**config.mk**
```make
export PLATFORM = sky130hd
export DESIGN_NAME = uart_tx_fifo
export DESIGN_NICKNAME = d
export VERILOG_FILES = /design/src/rtl/uart_tx_fifo.sv
export SDC_FILE = /design/constraint.sdc
export NUM_CORES = 1
export LEC_CHECK = 0
export CAP_MARGIN = 25
export CORE_UTILIZATION = 55
export CTS_CLUSTER_DIAMETER = 40
export CTS_CLUSTER_SIZE = 16
export DETAILED_ROUTE_END_ITERATION = 7
export PLACE_DENSITY = 0.77
export SYNTH_ARGS = -nofsm -noshare
export SYNTH_HDL_FRONTEND = slang
export SYNTH_SLANG_ARGS = --single-unit
```
**constraint.sdc**
```tcl
create_clock -name ex_clk -period 7.2 [get_ports ex_clk]
set_clock_uncertainty 0.2 [all_clocks]
set_input_delay 1.44 -clock ex_clk [delete_from_list [all_inputs] [get_ports ex_clk]]
set_output_delay 1.44 -clock ex_clk [all_outputs]
set_load 0.01 [all_outputs]
```
**src/rtl/uart_tx_fifo.sv**
```systemverilog
// rtl/uart_tx_fifo.sv - buffered 8N1 UART transmitter with byte FIFO and baud counter
module uart_tx_fifo #(
    parameter int CLKS_PER_BIT = 5208,
    parameter int CNT_W        = 13,
    parameter int DEPTH        = 8,
    parameter int ADDR_W       = 3
) (
    input  logic              ex_clk,
    input  logic              reset,
    input  logic              wr_en,
    input  logic [7:0]        wr_data,
    output logic              tx_pin,
    output logic              full,
    output logic              empty,
    output logic [ADDR_W:0]   count,
    output logic              busy,
    output logic              overflow
);

    localparam logic [1:0] S_IDLE  = 2'd0;
    localparam logic [1:0] S_START = 2'd1;
    localparam logic [1:0] S_DATA  = 2'd2;
    localparam logic [1:0] S_STOP  = 2'd3;

    localparam logic [ADDR_W:0]  L_DEPTH     = (ADDR_W+1)'(DEPTH);
    localparam logic [CNT_W-1:0] L_BAUD_LAST = CNT_W'(CLKS_PER_BIT - 1);

    logic [7:0]        r_mem [DEPTH];
    logic [ADDR_W-1:0] r_wr_ptr;
    logic [ADDR_W-1:0] r_rd_ptr;
    logic [ADDR_W:0]   r_count;
    logic              r_overflow;

    logic [1:0]        r_state;
    logic [CNT_W-1:0]  r_baud;
    logic [2:0]        r_bit_idx;
    logic [7:0]        r_shift;
    logic              r_tx;

    logic              w_full;
    logic              w_empty;
    logic              w_baud_last;
    logic              w_push;
    logic              w_pop;
    logic              w_tx_next;
    logic [7:0]        w_head;

    assign w_full      = (r_count == L_DEPTH);
    assign w_empty     = (r_count == '0);
    assign w_baud_last = (r_baud == L_BAUD_LAST);
    assign w_head      = r_mem[r_rd_ptr];
    assign w_push      = wr_en && !w_full;
    // Pops happen only at a frame boundary: from IDLE or on the last stop-bit cycle.
    assign w_pop       = !w_empty && ((r_state == S_IDLE) || ((r_state == S_STOP) && w_baud_last));

    always_comb begin
        w_tx_next = 1'b1;
        case (r_state)
            S_START: w_tx_next = 1'b0;
            S_DATA:  w_tx_next = r_shift[0];
            default: w_tx_next = 1'b1;
        endcase
    end

    always_ff @(posedge ex_clk) begin
        if (w_push && !reset) begin
            r_mem[r_wr_ptr] <= wr_data;
        end
    end

    always_ff @(posedge ex_clk) begin
        if (reset) begin
            r_wr_ptr   <= '0;
            r_rd_ptr   <= '0;
            r_count    <= '0;
            r_overflow <= 1'b0;
        end else begin
            if (w_push) begin
                r_wr_ptr <= r_wr_ptr + ADDR_W'(1);
            end
            if (w_pop) begin
                r_rd_ptr <= r_rd_ptr + ADDR_W'(1);
            end
            if (wr_en && w_full) begin
                r_overflow <= 1'b1;
            end
            case ({w_push, w_pop})
                2'b10:   r_count <= r_count + (ADDR_W+1)'(1);
                2'b01:   r_count <= r_count - (ADDR_W+1)'(1);
                default: r_count <= r_count;
            endcase
        end
    end

    always_ff @(posedge ex_clk) begin
        if (reset) begin
            r_state   <= S_IDLE;
            r_baud    <= '0;
            r_bit_idx <= '0;
            r_shift   <= '0;
            r_tx      <= 1'b1;
        end else begin
            // Line driven from the registered state, so it trails the state by one cycle.
            r_tx <= w_tx_next;
            case (r_state)
                S_IDLE: begin
                    r_baud <= '0;
                    if (w_pop) begin
                        r_shift <= w_head;
                        r_state <= S_START;
                    end
                end
                S_START: begin
                    if (w_baud_last) begin
                        r_baud    <= '0;
                        r_bit_idx <= '0;
                        r_state   <= S_DATA;
                    end else begin
                        r_baud <= r_baud + CNT_W'(1);
                    end
                end
                S_DATA: begin
                    if (w_baud_last) begin
                        r_baud  <= '0;
                        r_shift <= {1'b0, r_shift[7:1]};
                        if (r_bit_idx == 3'd7) begin
                            r_state <= S_STOP;
                        end else begin
                            r_bit_idx <= r_bit_idx + 3'd1;
                        end
                    end else begin
                        r_baud <= r_baud + CNT_W'(1);
                    end
                end
                S_STOP: begin
                    if (w_baud_last) begin
                        r_baud <= '0;
                        if (w_pop) begin
                            r_shift <= w_head;
                            r_state <= S_START;
                        end else begin
                            r_state <= S_IDLE;
                        end
                    end else begin
                        r_baud <= r_baud + CNT_W'(1);
                    end
                end
                default: r_state <= S_IDLE;
            endcase
        end
    end

    assign tx_pin   = r_tx;
    assign full     = w_full;
    assign empty    = w_empty;
    assign count    = r_count;
    assign busy     = (r_state != S_IDLE);
    assign overflow = r_overflow;

endmodule

```
==> results of run 1 <==
state kept, by name, summed over array words and instances (netlist names), 2 cells and up, named ones only:
name,flops
count,4
r_baud,13
r_bit_idx,3
r_mem,64
r_rd_ptr,3
r_shift,8
r_state,2
r_wr_ptr,3
cells in the final DEF (no fill, tap or decap), types with 5 or more instances in the layout:
cell type / netlist / layout
mux2_2: 15 / 15
o21ai_0: 6 / 6
o22ai_1: 7 / 7
edfxtp_1: 64 / 64
nand2_1: 10 / 10
inv_1: 12 / 12
dfxtp_1: 41 / 41
xor2_1: 11 / 11
clkbuf_8: 0 / 9
xnor2_1: 5 / 5
nor3_1: 10 / 10
nand2b_1: 11 / 11
a22o_1: 7 / 7
ha_1: 14 / 14
or3_1: 5 / 5
nor2_1: 35 / 35
nand4_1: 5 / 5
nand3_1: 7 / 7
clkdlybuf4s50_1: 0 / 19
a21oi_1: 13 / 13
mux2i_1: 20 / 20
a211oi_1: 12 / 12
final timing paths:
path	from	endpoint	slack (ns)	cells after the start
setup / recovery	count[0]	empty	3.61	2
hold / removal	r_shift[3]	r_shift[3]	0.27	2
setup reg to reg	r_baud[0]	count[3]	3.86	10
hold reg to reg	r_shift[3]	r_shift[3]	0.27	2
kinds of logic (layout without fill, tap and decap cells):
kind of cell,count (synthesis),after routing
compound gates,55,55
flops,105,105
xor+xnor,16,16
simple gates,99,99
fa+ha+maj,14,14
mux,36,36
buf+inv,26,50
power by group:
group          total [W]  internal, W  switching [W]
logic           0.000557     0.000259       0.000299
registers       0.000744     0.000696      0.0000478
clock network   0.000357     0.000138       0.000220
worst max-delay path, stage by stage (launching register included):
cell             delay [ns]
dfxtp_1                0.42
nor4_2                 0.51
clkdlybuf4s50_1        0.64
area by class of cell:
cell class	count	area (um2)	share of cell area, %
clock inverter	7	78.8	1.59
tap	102	128	2.57
clock buffer	9	124	2.49
timing repair buffer	22	213	4.28
inverter	12	45.0	0.906
multi-input combinational	220	1640	33.0
sequential	105	2740	55.2
routing by layer:
layer	vias to the layer above	GRT usage (%)	share of wire [%]
met5	-	0	0
met4	0	6.51	1.8
met3	14	6.16	4.9
met2	59	31.0	47
met1	1299	27.6	46
li1	1334	-	-
per-stage QoR:
| step | instances | hold slack [ns] | instance area (um2) | setup slack [ns] |
|---|---|---|---|---|
| floorplan | 351 | 0.229 | 4500 | 3.98 |
| global placement | 460 | 0.243 | 4760 | 3.34 |
| detailed placement | 460 | 0.248 | 4760 | 3.26 |
| CTS | 476 | 0.266 | 4960 | 3.58 |
| global route | 477 | 0.279 | 4970 | 3.50 |
| finish | 477 | 0.266 | 4970 | 3.61 |
==> impl_metrics.toml, run 1 <==
[status]
status = "finished, final reports clean"

[placement]
io_buffer_count = 19
hpwl_um = 5420
gp_congestion = 0.834

[floorplanning]
ioPinCount = 20
dieWidth_um = 92.4
num_rows = 32
coreArea_um2 = 7810
initial_core_util_pct = 57.6
dieArea_um2 = 8540
die_h_um = 92.4

[yosys]
synth_seq_cells = 105
yosysMostFrequentCell = "edfxtp_1"
synth.area.mux_share_pct = 8.71
synth_top_family_by_area = "simple AND/OR/NAND/NOR gates"
synth_compound_area_share_pct = 8.60
synth_fa_ha_area_share_pct = 3.90
synth_edf_count = 64
syn_area_um2 = 4500
synth.top_cells.by_area = "edfxtp_1 (43%), dfxtp_1 (18%), mux2i_1 (4.5%)"
syn_nets = 376
synth_top_area_share_pct = 42.7
ys_types = 48
synth-xor-area-share_pct = 3.12
yosysSeqAreaShare_pct = 61.0
synth_top_area_cell = "edfxtp_1"
post_synth_most_frequent_cells = "edfxtp_1 (64), dfxtp_1 (41), nor2_1 (35), mux2i_1 (20), mux2_2 (15)"
syn_area_per_cell_um2 = 12.8
ys.warnings.count = 0
syn_inst = 351
synthSimpleGateAreaFrac_pct = 12.2
ys.flop_type = "edfxtp_1"
ys_async_sr_fraction_pct = 0

[final_layout]
fin_util_pct = 63.7
layout-drive-gt1-share_pct = 12.0
fillers = 591
area_growth_pct = 10.6
diodes = 0
final_nets = 395

[setup_path]
cp-start-kind = "flip-flop"
cp-end-kind = "primary output"
critical_path_arrival_ns = 1.95
cp_data_required_time_ns = 5.56
cp_max_fo = 9
path_class = "reg -> out"

[global_route]
grt_pass1_wl_um = 12800
grt_max_degree = 32
grt-ovfl-total = 0
grt_pass1_vias = 2572
track_usage_pct = 20.2
antenna_found_initial = 0

[power]
power.density_nw_per_um2 = 334
total_power_w = 0.00166
power.leakage_nw = 1.67
peakVddDrop_mv = 0.204

[detailed_routing]
vias_per_cell = 5.67
vias = 2706
routed_wl_um = 7950
wl_per_cell_um = 16.7
drc_errors = 0
drtIter0Drc = 156
drtAntennaViolNets = 0
drt-pass1-iter-count = 4

[clock_tree]
cts.path.max_buffers = 2
postCtsSetupRepairBufs = 0
cts_resized = 0
htreeDepth = 3
clk_pin_slew_ns = 0.11
cts_buffers = 9
clock-sinks = 105
clock_latency_ns = 0.38
cts_tree = "built"
cts_hold_buf = 0
ctsRootBufferMaster = "clkbuf_8"

[timing]
slew_headroom_pct = 33.6
finalSetupViolCount = 0
slew_viol_final = 0
hold_violations = 0
period_share_pct = 49.9
setup_tns_ns = 0
tightest_slew_ns = 0.989
fin_crit_ns = 3.59
max_freq_ghz = 0.279
rsz0062_at_grt = "false"

[worst_hold_path]
min_path_type = "reg -> reg"

[run]
cap_violations = 0
No activity file was read; power rests on OpenSTA's default activity.
==> run 2, diff against run 1 <==
==> constraint.sdc (replaced) <==
create_clock -name ex_clk -period 3.7 [get_ports ex_clk]
set_clock_uncertainty 0.2 [all_clocks]
set_input_delay 0.74 -clock ex_clk [delete_from_list [all_inputs] [get_ports ex_clk]]
set_output_delay 0.74 -clock ex_clk [all_outputs]
set_load 0.01 [all_outputs]
==> impl_metrics.toml, run 2 (synthesis results as in run 1) <==
[final_layout]
diodes = 0
final_cell_mix = "edfxtp_1 (64), dfxtp_1 (41), nor2_1 (35)"
final_common_cell = "edfxtp_1"
regMostFlops = "r_mem"
reg_top3 = "r_mem: 64 flops, r_baud: 13 flops, r_shift: 8 flops"
final_cells = 484
layout-drive-gt1-share_pct = 13.1
final_nets = 402
largest_reg_flops = 64
area_growth_pct = 11.2

[placement]
pre_cts_ws_ns = 0.514
io_buffer_count = 19
hpwl_um = 5360
placedCellCount = 468
gp_congestion = 0.822

[floorplanning]
die_h_um = 92.4
ioPinCount = 20
coreArea_um2 = 7810
initial_core_util_pct = 57.6
dieWidth_um = 92.4
num_rows = 32
dieArea_um2 = 8540

[setup_path]
cp_data_required_time_ns = 3.78
critical-path-max-stage-delay_ns = 0.40
cp_max_fo = 5
critical_path.slowest_cell = "dfxtp_1"
critPathTopFamily = "simple AND/OR/NAND/NOR gates"
cp-start-kind = "flip-flop"
cp-end-kind = "flip-flop"
path_class = "reg -> reg"
crit_buf_inv = 0
critical_path_arrival_ns = 3.29
cp_cell_sequence = "ha_1 > nor4b_4 > a41oi_1 > nor2_1 > ha_1 > nor4bb_1 > a21oi_1 > o22a_1 > or3_1 > a21oi_1"
r2r_slack_ns = 0.49

[power]
peakVddDrop_mv = 0.430
power.leakage_nw = 1.69
power.density_nw_per_um2 = 635
total_power_w = 0.00317

[clock_tree]
cts.path.max_buffers = 2
cts_resized = 0
clk_pin_slew_ns = 0.09
cts_hold_buf = 0
clock-sinks = 105
clock_latency_ns = 0.35
cts_tree = "built"
htreeDepth = 3
postCtsSetupRepairBufs = 0
cts_buffers = 9
ctsRootBufferMaster = "clkbuf_8"

[detailed_routing]
routed_wl_um = 8210
drtIter0Drc = 193
vias = 2768
drc_errors = 0
drtAntennaViolNets = 0
wl_per_cell_um = 17.0
vias_per_cell = 5.72
drt-pass1-iter-count = 4

[timing]
period_share_pct = 86.6
worst_slack_ns = 0.495
max_freq_ghz = 0.312
slew_viol_final = 0
finalSetupViolCount = 0
slew_headroom_pct = 41.0
setup_tns_ns = 0
rsz0062_at_grt = "false"
tightest_slew_ns = 0.886
hold_violations = 0
fin_crit_ns = 3.21

[global_route]
grt_pass1_vias = 2605
grt_pass1_wl_um = 12800
antenna_found_initial = 0
track_usage_pct = 20.0
grt-ovfl-total = 0
grt_max_degree = 30

[worst_hold_path]
min_path_type = "reg -> reg"

[status]
status = "finished, final reports clean"

[run]
cap_violations = 0
-- run 2: layout make-up --
class | count | area (um2)
timing repair buffer | 29 | 265
clock inverter | 4 | 30.0
sequential | 105 | 2740
clock buffer | 12 | 145
tap | 102 | 128
multi-input combinational | 220 | 1640
inverter | 12 | 45.0
fill | 610 | 2810
-- run 2: metrics by stage --
| step | hold WS (ns) | utilization (%) | area [um2] |
|---|---|---|---|
| 2_1_floorplan | 0.229 | - | 4500 |
| 3_3_place_gp | 0.244 | 61.8 | 4820 |
| 3_5_place_dp | 0.249 | 61.8 | 4820 |
| 4_1_cts | 0.267 | 64.0 | 5000 |
| 5_1_grt | 0.283 | 64.0 | 5000 |
| 6_report | 0.261 | 64.0 | 5000 |
-- run 2: worst min-delay path: stages (launching register included) --
cell      delay [ns]
dfxtp_1         0.32
inv_1           0.05
a211oi_1        0.05
-- run 2: path summary, 6_finish.rpt --
| check | startpoint | endpoint | cells after the start |
|---|---|---|---|
| setup / recovery | r_baud[0] | count[3] | 10 |
| hold reg to reg | r_shift[0] | r_shift[0] | 2 |
| setup reg to reg | r_baud[0] | count[3] | 10 |
| hold / removal | r_shift[0] | r_shift[0] | 2 |
-- run 2: power by group --
part | total [W] | switching, W | internal (W)
clock network | 0.000633 | 0.000368 | 0.000265
registers | 0.00147 | 0.000111 | 0.00135
logic | 0.00108 | 0.000567 | 0.000508
-- run 2: routing by layer --
layer  up-vias  global-route usage (%)  wire, um
met4         0                    7.55       113
met3        11                    3.12       416
met1      1340                    27.4      3710
met5         -                       0         0
met2        62                    32.2      3970
li1       1355                       -         -
==> run 3, diff against run 2 <==
--- a/config.mk
+++ b/config.mk
@@ -5,12 +5,14 @@
 export SDC_FILE = /design/constraint.sdc
 export NUM_CORES = 1
 export LEC_CHECK = 0
+export ABC_AREA = 1
 export CAP_MARGIN = 25
 export CORE_UTILIZATION = 55
 export CTS_CLUSTER_DIAMETER = 40
 export CTS_CLUSTER_SIZE = 16
 export DETAILED_ROUTE_END_ITERATION = 7
 export PLACE_DENSITY = 0.77
+export SLEW_MARGIN = 20
 export SYNTH_ARGS = -nofsm -noshare
 export SYNTH_HDL_FRONTEND = slang
 export SYNTH_SLANG_ARGS = --single-unit
==> impl_metrics.toml, run 3 <==
[yosys]
ys_async_sr_fraction_pct = 0
ys.flop_type = "edfxtp_1"
syn_area_um2 = 4600
ys_types = 36
synth_seq_cells = 105
syn_nets = 495
yosysMostFrequentCell = "nand2_1"
syn_area_per_cell_um2 = 9.78
ys.warnings.count = 0
synth.top_cells.by_area = "edfxtp_1 (42%), dfxtp_1 (18%), nand2_1 (7.5%)"
post_synth_most_frequent_cells = "nand2_1 (92), nand3_1 (65), edfxtp_1 (64), dfxtp_1 (41), nor2_1 (38)"
synth_top_area_share_pct = 41.8
synth_top_area_cell = "edfxtp_1"
synth_edf_count = 64
yosysSeqAreaShare_pct = 59.6
syn_inst = 470

[power]
total_power_w = 0.00330
power.density_nw_per_um2 = 650
power.leakage_nw = 1.97
peakVddDrop_mv = 0.307

[global_route]
grt_pass1_vias = 3189
grt_max_degree = 33
track_usage_pct = 23.2
grt-ovfl-total = 0
grt_pass1_wl_um = 15300
antenna_found_initial = 0

[placement]
hpwl_um = 6390
placedCellCount = 583
io_buffer_count = 19
gp_congestion = 0.850

[detailed_routing]
vias_per_cell = 5.51
vias = 3301
routed_wl_um = 9290
drc_errors = 0
drtAntennaViolNets = 0
wl_per_cell_um = 15.5
drt-pass1-iter-count = 5
drtIter0Drc = 277

[clock_tree]
cts_tree = "built"
cts_resized = 0
clock_latency_ns = 0.36
cts.path.max_buffers = 2
clk_pin_slew_ns = 0.10
clock-sinks = 105
cts_hold_buf = 0
postCtsSetupRepairBufs = 0
cts_buffers = 9
ctsRootBufferMaster = "clkbuf_8"
htreeDepth = 3

[final_layout]
final_nets = 517
reg_top3 = "r_mem: 64 flops, r_baud: 13 flops, r_shift: 8 flops"
regMostFlops = "r_mem"
final_cells = 599
final_common_cell = "nand2_1"
diodes = 0
layout-drive-gt1-share_pct = 8.25
area_growth_pct = 10.4
fin_util_pct = 64.4
largest_reg_flops = 64
final_cell_mix = "nand2_1 (92), nand3_1 (65), edfxtp_1 (64)"

[floorplanning]
initial_core_util_pct = 58.3
dieArea_um2 = 8730
num_rows = 32
ioPinCount = 20
die_h_um = 93.4
dieWidth_um = 93.4
coreArea_um2 = 7890

[timing]
setup_tns_ns = 0
tightest_slew_ns = 0.995
fin_crit_ns = 2.74
slew_headroom_pct = 33.6
hold_violations = 0
period_share_pct = 74.0
slew_viol_final = 0
finalSetupViolCount = 0
max_freq_ghz = 0.365
holdWs_ns = 0.260
rsz0062_at_grt = "false"

[worst_hold_path]
min_path_type = "reg -> reg"
min_path_cells = 2

[setup_path]
path_class = "reg -> out"
cp-start-kind = "flip-flop"
critical_path_arrival_ns = 1.80
reg2reg_depth = 17
cp_data_required_time_ns = 2.76
cp_max_fo = 6
r2r_slack_ns = 1.09
cp-end-kind = "primary output"

[run]
cap_violations = 0

[status]
status = "finished, final reports clean"
run 3: cell count changes after synthesis, sizes merged, moves of 6 or more:
cell / change
mux2i: -20
nand3: +59
a22o: -7
xor2: -7
a211oi: -12
mux2: -15
o21ai: +23
inv: +27
nand2: +87
buf: +6
nand2b: -11
a21oi: +19
run 3: final timing paths:
path | to | startpoint
worst max-delay path | busy | r_state[0]
worst min-delay path | overflow | overflow
worst max register to register | count[2] | r_baud[0]
worst min register to register | overflow | overflow
run 3: critical path, cell delays in order (launching register included):
cell and delay, ns:
dfxtp_1 0.45, inv_1 0.13, ha_1 0.21, inv_1 0.11, clkdlybuf4s50_1 0.54
run 3: metrics by stage:
step	cell area [um2]	setup WS, ns
final	5080	0.962
after global routing	5080	0.818
after CTS	5080	0.958
after detailed placement	4870	0.799
after global placement	4870	0.905
after floorplan	4600	1.34
run 3: logic make-up after synthesis:
logic type,synth area share (%)
fa+ha+maj,3.81
simple gates,22.1
compound gates,8.00
xor+xnor,0.952
flops,59.6
buf+inv,5.47
run 3: routing by layer:
layer  wire length, um  share of wire (%)  vias to the layer above  global-route usage, %
li1                  -                  -                     1644                      -
met1              4090                 44                     1539                   29.4
met2              4400                 47                       99                   38.8
met3               569                6.1                       19                   6.42
met4               226                2.4                        0                   7.44
met5                 0                  0                        -                      0
run 3: final cells by class:
| class | count | area (um2) |
|---|---|---|
| timing repair buffer | 27 | 250 |
| sequential | 105 | 2740 |
| tap | 102 | 128 |
| multi-input combinational | 309 | 1600 |
| clock buffer | 9 | 124 |
| clock inverter | 7 | 80.1 |
| inverter | 40 | 150 |
| fill | 622 | 2810 |
run 3: report_power, final:
group | switching (W) | internal [W] | total (W) | leakage, nW
Combinational | 0.000726 | 0.000413 | 0.00114 | 0.955
Clock | 0.000400 | 0.000324 | 0.000724 | 0.104
Sequential | 0.0000914 | 0.00135 | 0.00144 | 0.913
